`config.mk`:
```
export PLATFORM = sky130hd
export DESIGN_NAME = fetch_queue_flat
export DESIGN_NICKNAME = d
export VERILOG_FILES = /design/src/rtl/fetch_queue_pkg.sv /design/src/rtl/fetch_queue_if.sv /design/src/rtl/fetch_queue_storage.sv /design/src/rtl/fetch_queue.sv /design/src/flat_wrapper.sv
export SDC_FILE = /design/constraint.sdc
export NUM_CORES = 1
export LEC_CHECK = 0
export ABC_AREA = 1
export BUFFER_PORTS_ARGS = -buffer_cell sky130_fd_sc_hd__buf_2
export CAP_MARGIN = 20
export CORE_ASPECT_RATIO = 0.6
export CORE_UTILIZATION = 52
export CTS_CLUSTER_SIZE = 28
export DETAILED_ROUTE_END_ITERATION = 8
export MAX_ROUTING_LAYER = met4
export PLACE_DENSITY = 0.8
export SLEW_MARGIN = 20
export SYNTH_ARGS = -nofsm -noshare
export SYNTH_HDL_FRONTEND = slang
export SYNTH_SLANG_ARGS = --single-unit
```
`constraint.sdc`:
```
create_clock -name CLK -period 5.45 [get_ports CLK]
set_input_delay 0.8175 -clock CLK [delete_from_list [all_inputs] [get_ports CLK]]
set_output_delay 0.8175 -clock CLK [all_outputs]
set_load 0.02 [all_outputs]
```
`src/rtl/fetch_queue_pkg.sv`:
```
// Shared definitions for the fetch-to-decode instruction buffer.
package fetch_queue_pkg;

  localparam logic [31:0] NOP_INSTR = 32'h00000013;

  typedef struct packed {
    logic [31:0] instr;
    logic [31:0] pc;
    logic [31:0] pc_plus_4;
    logic        predict_taken;
  } fetch_packet_t;

endpackage

```
`src/rtl/fetch_queue_if.sv`:
```
// Fetch-side and decode-side signals of the fetch queue.
interface fetch_queue_if #(
  parameter int unsigned DEPTH = 4
);
  localparam int unsigned CW = $clog2(DEPTH + 1);

  logic          Valid_F;
  logic [31:0]   Instr_F;
  logic [31:0]   PC_F;
  logic [31:0]   PC_Plus_4_F;
  logic          Predict_Taken_F;
  logic          Flush;
  logic          Stall_D;
  logic          PC_En;
  logic          Valid_D;
  logic [31:0]   Instr_D;
  logic [31:0]   PC_D;
  logic [31:0]   PC_Plus_4_D;
  logic          Predict_Taken_D;
  logic [CW-1:0] Count;

  modport master (
    output Valid_F, Instr_F, PC_F, PC_Plus_4_F, Predict_Taken_F, Flush, Stall_D,
    input  PC_En, Valid_D, Instr_D, PC_D, PC_Plus_4_D, Predict_Taken_D, Count
  );

  modport slave (
    input  Valid_F, Instr_F, PC_F, PC_Plus_4_F, Predict_Taken_F, Flush, Stall_D,
    output PC_En, Valid_D, Instr_D, PC_D, PC_Plus_4_D, Predict_Taken_D, Count
  );

endinterface

```
`src/rtl/fetch_queue_storage.sv`:
```
// Packet array: synchronous write, asynchronous read (distributed RAM style).
module fetch_queue_storage
  import fetch_queue_pkg::*;
#(
  parameter int unsigned DEPTH = 4,
  parameter int unsigned AW    = $clog2(DEPTH)
) (
  input  logic          clk,
  input  logic          we,
  input  logic [AW-1:0] waddr,
  input  fetch_packet_t wdata,
  input  logic [AW-1:0] raddr,
  output fetch_packet_t rdata
);

  fetch_packet_t mem [DEPTH];

  always_ff @(posedge clk) begin
    if (we) mem[waddr] <= wdata;
  end

  assign rdata = mem[raddr];

endmodule

```
`src/rtl/fetch_queue.sv`:
```
// Circular FIFO of fetch packets between fetch and decode, emptied on redirect.
module fetch_queue
  import fetch_queue_pkg::*;
#(
  parameter int unsigned DEPTH = 4
) (
  input  logic         CLK,
  input  logic         RST,
  fetch_queue_if.slave bus
);

  localparam int unsigned AW = $clog2(DEPTH);
  localparam int unsigned CW = $clog2(DEPTH + 1);

  logic [AW-1:0] head;
  logic [AW-1:0] tail;
  logic [CW-1:0] count;
  logic          full;
  logic          empty;
  logic          push;
  logic          pop;
  fetch_packet_t wr_pkt;
  fetch_packet_t rd_pkt;

  assign full  = (count == CW'(DEPTH));
  assign empty = (count == '0);
  // Full is judged on registered count only, so Stall_D never reaches PC_En.
  assign push  = bus.Valid_F && !full && !bus.Flush && !RST;
  assign pop   = !empty && !bus.Stall_D && !bus.Flush;

  assign wr_pkt = '{instr:         bus.Instr_F,
                    pc:            bus.PC_F,
                    pc_plus_4:     bus.PC_Plus_4_F,
                    predict_taken: bus.Predict_Taken_F};

  always_ff @(posedge CLK) begin
    if (RST || bus.Flush) begin
      head  <= '0;
      tail  <= '0;
      count <= '0;
    end else begin
      if (push) tail <= tail + 1'b1;
      if (pop)  head <= head + 1'b1;
      if (push && !pop)      count <= count + 1'b1;
      else if (pop && !push) count <= count - 1'b1;
    end
  end

  fetch_queue_storage #(
    .DEPTH (DEPTH),
    .AW    (AW)
  ) u_storage (
    .clk   (CLK),
    .we    (push),
    .waddr (tail),
    .wdata (wr_pkt),
    .raddr (head),
    .rdata (rd_pkt)
  );

  always_comb begin
    bus.PC_En           = !full;
    bus.Valid_D         = !empty;
    bus.Count           = count;
    bus.Instr_D         = NOP_INSTR;
    bus.PC_D            = '0;
    bus.PC_Plus_4_D     = '0;
    bus.Predict_Taken_D = 1'b0;
    if (!empty) begin
      bus.Instr_D         = rd_pkt.instr;
      bus.PC_D            = rd_pkt.pc;
      bus.PC_Plus_4_D     = rd_pkt.pc_plus_4;
      bus.Predict_Taken_D = rd_pkt.predict_taken;
    end
  end

endmodule

```
`src/flat_wrapper.sv`:
```
// flat-port wrapper written by rule: the top's interface ports become plain ports
module fetch_queue_flat import fetch_queue_pkg::*;
#(
  parameter int unsigned DEPTH = 4
)
  (CLK, RST, bus_Valid_F, bus_Instr_F, bus_PC_F, bus_PC_Plus_4_F, bus_Predict_Taken_F, bus_Flush, bus_Stall_D, bus_PC_En, bus_Valid_D, bus_Instr_D, bus_PC_D, bus_PC_Plus_4_D, bus_Predict_Taken_D, bus_Count);
  fetch_queue_if #(.DEPTH(DEPTH)) bus_i ();
  input  logic CLK;
  input  logic RST;
  input wire logic [$bits(bus_i.Valid_F)-1:0] bus_Valid_F;
  input wire logic [$bits(bus_i.Instr_F)-1:0] bus_Instr_F;
  input wire logic [$bits(bus_i.PC_F)-1:0] bus_PC_F;
  input wire logic [$bits(bus_i.PC_Plus_4_F)-1:0] bus_PC_Plus_4_F;
  input wire logic [$bits(bus_i.Predict_Taken_F)-1:0] bus_Predict_Taken_F;
  input wire logic [$bits(bus_i.Flush)-1:0] bus_Flush;
  input wire logic [$bits(bus_i.Stall_D)-1:0] bus_Stall_D;
  output wire logic [$bits(bus_i.PC_En)-1:0] bus_PC_En;
  output wire logic [$bits(bus_i.Valid_D)-1:0] bus_Valid_D;
  output wire logic [$bits(bus_i.Instr_D)-1:0] bus_Instr_D;
  output wire logic [$bits(bus_i.PC_D)-1:0] bus_PC_D;
  output wire logic [$bits(bus_i.PC_Plus_4_D)-1:0] bus_PC_Plus_4_D;
  output wire logic [$bits(bus_i.Predict_Taken_D)-1:0] bus_Predict_Taken_D;
  output wire logic [$bits(bus_i.Count)-1:0] bus_Count;
  assign bus_i.Valid_F = bus_Valid_F;
  assign bus_i.Instr_F = bus_Instr_F;
  assign bus_i.PC_F = bus_PC_F;
  assign bus_i.PC_Plus_4_F = bus_PC_Plus_4_F;
  assign bus_i.Predict_Taken_F = bus_Predict_Taken_F;
  assign bus_i.Flush = bus_Flush;
  assign bus_i.Stall_D = bus_Stall_D;
  assign bus_PC_En = bus_i.PC_En;
  assign bus_Valid_D = bus_i.Valid_D;
  assign bus_Instr_D = bus_i.Instr_D;
  assign bus_PC_D = bus_i.PC_D;
  assign bus_PC_Plus_4_D = bus_i.PC_Plus_4_D;
  assign bus_Predict_Taken_D = bus_i.Predict_Taken_D;
  assign bus_Count = bus_i.Count;
  fetch_queue #(.DEPTH(DEPTH)) u_core (.CLK(CLK), .RST(RST), .bus(bus_i));
endmodule
```
## After elaboration in Yosys (flattened, before gate mapping)

Memory sizes are Yosys's and may differ from the RTL's. A register that Yosys moved wholly into a read port is not among the register bits.
Index checks and enable logic that the tools add are counted.

- Memory bits (writable): 388
- Register bits: 7
- Output and inout port bits: 102
- Input bits: 102
- Memories: 1
- Logic and storage cells: 36

- Reductions and logical operators: 17
- Eq/ne operators: 1
- Multiplexer cells: 10
- Add/sub/neg operators: 4

Memory list:

| memory | words | width | rd ports | clocked after Yosys merged registers in | wr ports | RTL line | text |
|---|---|---|---|---|---|---|---|
| u_core.u_storage.mem | 4 | 97 | 1 | 1 | 1 | fetch_queue_storage.sv:16 | `fetch_packet_t mem [DEPTH];` |

Operators by type and width:

| kind | number |
|---|---|
| 2-to-1 mux 32 bit | 3 |
| logical AND 1 bit | 7 |
| logical NOT 1 bit | 7 |
| 2-to-1 mux 3 bit | 2 |
| adder 2 x 1 -> 2 bit (second input constant) | 2 |
| 2-to-1 mux 2 bit | 2 |
| adder 3 x 1 -> 3 bit (second input constant) | 1 |
| equality test 3 bit (second input constant) | 1 |
| logical NOT 3 bit | 1 |
| 2-to-1 mux 1 bit | 3 |
| subtractor 3 x 1 -> 3 bit (second input constant) | 1 |
| nonzero test 2 bit | 1 |
| logical OR 1 bit | 1 |

## Longest topological paths before layout

- Depth after elaboration: 9
- Depth in mapped cells: 13
- Gate-level depth less buffers: 13

## Modules after synthesis

From an unflattened synthesis, not the netlist that was laid out.

- Cells, all modules: 1791
- Area, all modules: 17639.4 um^2

Modules (own cells, without submodules):

| module | cells an instance | seq. area each (um^2) | times used | area an instance (um^2) |
|---|---|---|---|---|
| fetch_queue_storage | 1528 | 11651.2 | 1 | 16350.7 |
| fetch_queue | 263 | 140.1 | 1 | 1288.7 |

## Worst setup path before layout

No wires, ideal clock.

- Path type: input -> register
- From: in bus_Flush
- To: mem u_core.u_storage.mem[0][0] (netlist name) (enable)
- Required time: 4.896 ns
- Data arrival time: 5.314 ns
- Path slack: -0.418 ns
- Library setup time: 0.554 ns
- Cell stages on the path: 3
- Path buffers: 0
- Path through: nor2_1 > nand3_1 > nor2_1

- Longest elaborated chain between the ends: 5

RTL lines:

| element | RTL line | text |
|---|---|---|
| from (decl) | flat_wrapper.sv:15 | `input wire logic [$bits(bus_i.Flush)-1:0] bus_Flush;` |
| logical NOT 1 bit | fetch_queue.sv:28 | `assign push = bus.Valid_F && !full && !bus.Flush && !RST;` |
| logical AND 1 bit (2 in series) | fetch_queue.sv:28 |  |
| 2-to-1 mux 1 bit | fetch_queue_storage.sv:19 | `if (we) mem[waddr] <= wdata;` |
| 2-to-1 mux 1 bit (not written as such) | fetch_queue_storage.sv:19 |  |
| to (decl) | fetch_queue_storage.sv:16 |  |

Every way passes these cells.

==> key figures <==
Run status
  • Status: complete, no violations

Yosys
  • Post-Syn Instances: 1216
  • Syn Std Cell Area: 15600 µm²
  • Synth area leader: edfxtp_1
  • EDFF count, synth: 388
  • Mapped Nets: 1324
  • Flops & latches, synth: 397
  • Syn. warnings: 0
  • Top cells by area, synth: edfxtp_1 (75%), nor2_1 (9.4%), o21ai_1 (3.7%), a21oi_1 (3.3%), o21ai_0 (2.4%)
  • Netlist cell types: 22
  • Sequential-to-total area share from yosys stat: 76.0%
  • Main synth FF type: edfxtp_1
  • Avg Inst Size Synth: 12.8 µm²
  • Top cell type's share of synthesized area: 74.8%
  • Synth async-reset ratio: 0%

GRT
  • GRT Overall Usage: 23.1%
  • Antenna violations before repair: 8
  • GR Overflow Total: 0
  • Pin count of the biggest net entering global routing: 156
  • Global-route wire length before repair: 52000 µm
  • Vias in the first global route: 9366

Final layout
  • Leading cell type in the layout, fill and taps excluded: edfxtp_1
  • Area growth, synth to finish: 15.1%
  • Layout cell share with drive strength beyond 1: 19.4%
  • Most frequent cells in the layout: edfxtp_1 (388), nor2_1 (386), buf_2 (203), o21ai_1 (116), a21oi_1 (104)
  • Nets: 1508
  • Finished Cell Area: 17900 µm²

Power and ir drop
  • P_int: 4.91 mW
  • Share of total power in sequential cells: 54.8%
  • P per Cell Area: 346 nW/µm²
  • Combinational share of power: 5.0%
  • Clock share of power: 40.2%
  • Switching power share of the total: 20.9%
  • Peak supply drop: 0.000341 V
  • Switching pwr: 1.30 mW
  • Pleak: 6.48 nW

Setup path
  • Crit path arrival time: 3350 ps
  • Critical path's slowest cell: clkinv_2
  • Worst EP required: 4630 ps
  • Crit path max-delay family: buffers and inverters
  • CP endpoint kind: output port
  • Crit path max fanout: 54
  • Crit-path cells: clkinv_2, buf_4, nor2_1, o21ai_0, a21oi_1, buf_2
  • Worst Path Class, Setup: reg2out
  • Startpoint types: flop
  • Max incr delay on CP: 730 ps
  • Sum of buffers and inverters on the critical path: 3
  • Reg-to-Reg Start: u_core.bus.Count[0]

Drt
  • TritonRoute pass-1 iters: 5
  • Final wirelength: 35000 µm
  • Final ANT Viol Nets: 0
  • Drt initial violations: 1034
  • Drt drc: 0
  • Vias per cell: 5.48
  • Vias: 10100
  • Drt wl/cell: 19.1 µm

Timing
  • Fin. max-slew vios: 0
  • Worst setup margin: 1290 ps
  • Final setup violating endpoints: 0
  • Slew @ Worst Pin: 948 ps
  • Final period util: 76.4%
  • Final hold vios: 0
  • Max Clock Freq: 240 MHz
  • Unrepaired setup endpoints after global routing: no
  • Tmin final: 4160 ps
  • Clk_skew: 24.6 ps
  • Relative slew margins: 36.8%
  • Fin Hold WS: 481 ps

Floorplan
  • Initial core utilization: 53.6%
  • Row count: 48
  • I/O pin total: 204
  • Core Box Area: 29100 µm²
  • Die Y: 136 µm
  • Die area: 30700 µm²
  • Die W: 225 µm

Worst hold path
  • Hold_sp: u_core.head[0]
  • HP Class: reg2reg

Placed design
  • Port bufs: 203
  • Placer Congestion: 0.785
  • Post-DP HPWL: 19900 µm
  • Post-DP Area: 16800 µm²
  • Place WS: 1820 ps

Clock network
  • Clock root buffer: clkbuf_16
  • CTS clock-pin slew for the worst setup and hold paths: 70 ps
  • CTS tree: done
  • Post-cts hold buffer count: 0
  • Worst-Skew Late Latency: 530 ps
  • CTS sink count: 397
  • Post-CTS sizing: 0
  • Post-CTS Setup Inserts: 0
  • H-tree depth: 2
  • Clock Path Buffers: 3
  • CTS Buf Count: 36

Flow run
  • Max_cap viols: 0
==> cells by family after synthesis <==
group,Yosys count,share of synthesized area [%]
flops,397,76.0
simple gates,423,10.3
xor+xnor,1,0.0562
buf+inv,93,3.67
compound gates,296,9.51
fa+ha+maj,6,0.530
==> flip-flops by register name (all words and copies together) (netlist names), named ones only <==
register              flops
u_core.bus.Count          3
u_core.tail               2
u_core.head               2
u_core.u_storage.mem    388
==> routing by layer <==
metal	vias to the layer above	routed length [µm]	share of wire, %	GRT usage, %
li1	4689	-	-	-
met1	4896	15000	43	31.9
met2	426	16500	47	35.0
met3	43	3130	8.9	5.40
met4	0	469	1.3	5.48
met5	-	0	0	-
==> metrics by stage <==
stage | cells | utilization (%) | total power, mW | TNS, ps
global placement | 1762 | 57.7 | 3.77 | 0
CTS | 1825 | 61.6 | 6.24 | 0
detailed placement | 1762 | 57.7 | 3.77 | 0
finish | 1834 | 61.7 | 6.20 | 0
global route | 1833 | 61.7 | 6.38 | 0
floorplan | 1216 | - | 3.64 | -162340
==> synth_stat cells (2+ instances only) <==
cell,instances
nor2_1,390
edfxtp_1,388
o21ai_1,116
a21oi_1,104
o21ai_0,76
nand2_1,26
buf_6,18
clkbuf_1,18
inv_1,16
buf_4,15
clkbuf_2,13
buf_2,10
dfxtp_1,9
ha_1,5
nand3_1,4
inv_2,2
==> tightest hold or removal path: stages, from the launching register on <==
cell and delay (ps):
dfxtp_1 310, nand2_1 80, a21oi_1 50
==> final timing paths <==
kind,to,slack (ps),cells past startpoint
worst max-delay path,bus_PC_D[17],1290,6
worst min register to register,flop,480,2
worst min-delay path,flop,480,2
worst max register to register,u_core.u_storage.mem[2][90],2700,5
==> cell type report <==
type	count	area, µm²
diodes	9	22.5
clock buffers	44	952
clock inverters	19	186
fillers	2243	11100
inverters	19	81.3
multi-input cells	726	3200
flip-flops and latches	397	11800
well taps	400	500
repair buffers	220	1140
==> power groups by stage <==
stage / Combinational [mW] / Sequential, mW / Clock (mW)
after global routing: 0.338 / 3.40 / 2.64
final: 0.312 / 3.40 / 2.49
after detailed placement: 0.310 / 3.46 / 0
after global placement: 0.302 / 3.46 / 0
after CTS: 0.312 / 3.40 / 2.53
after floorplan: 0.169 / 3.47 / 0
(Power assumes the default switching activity.)
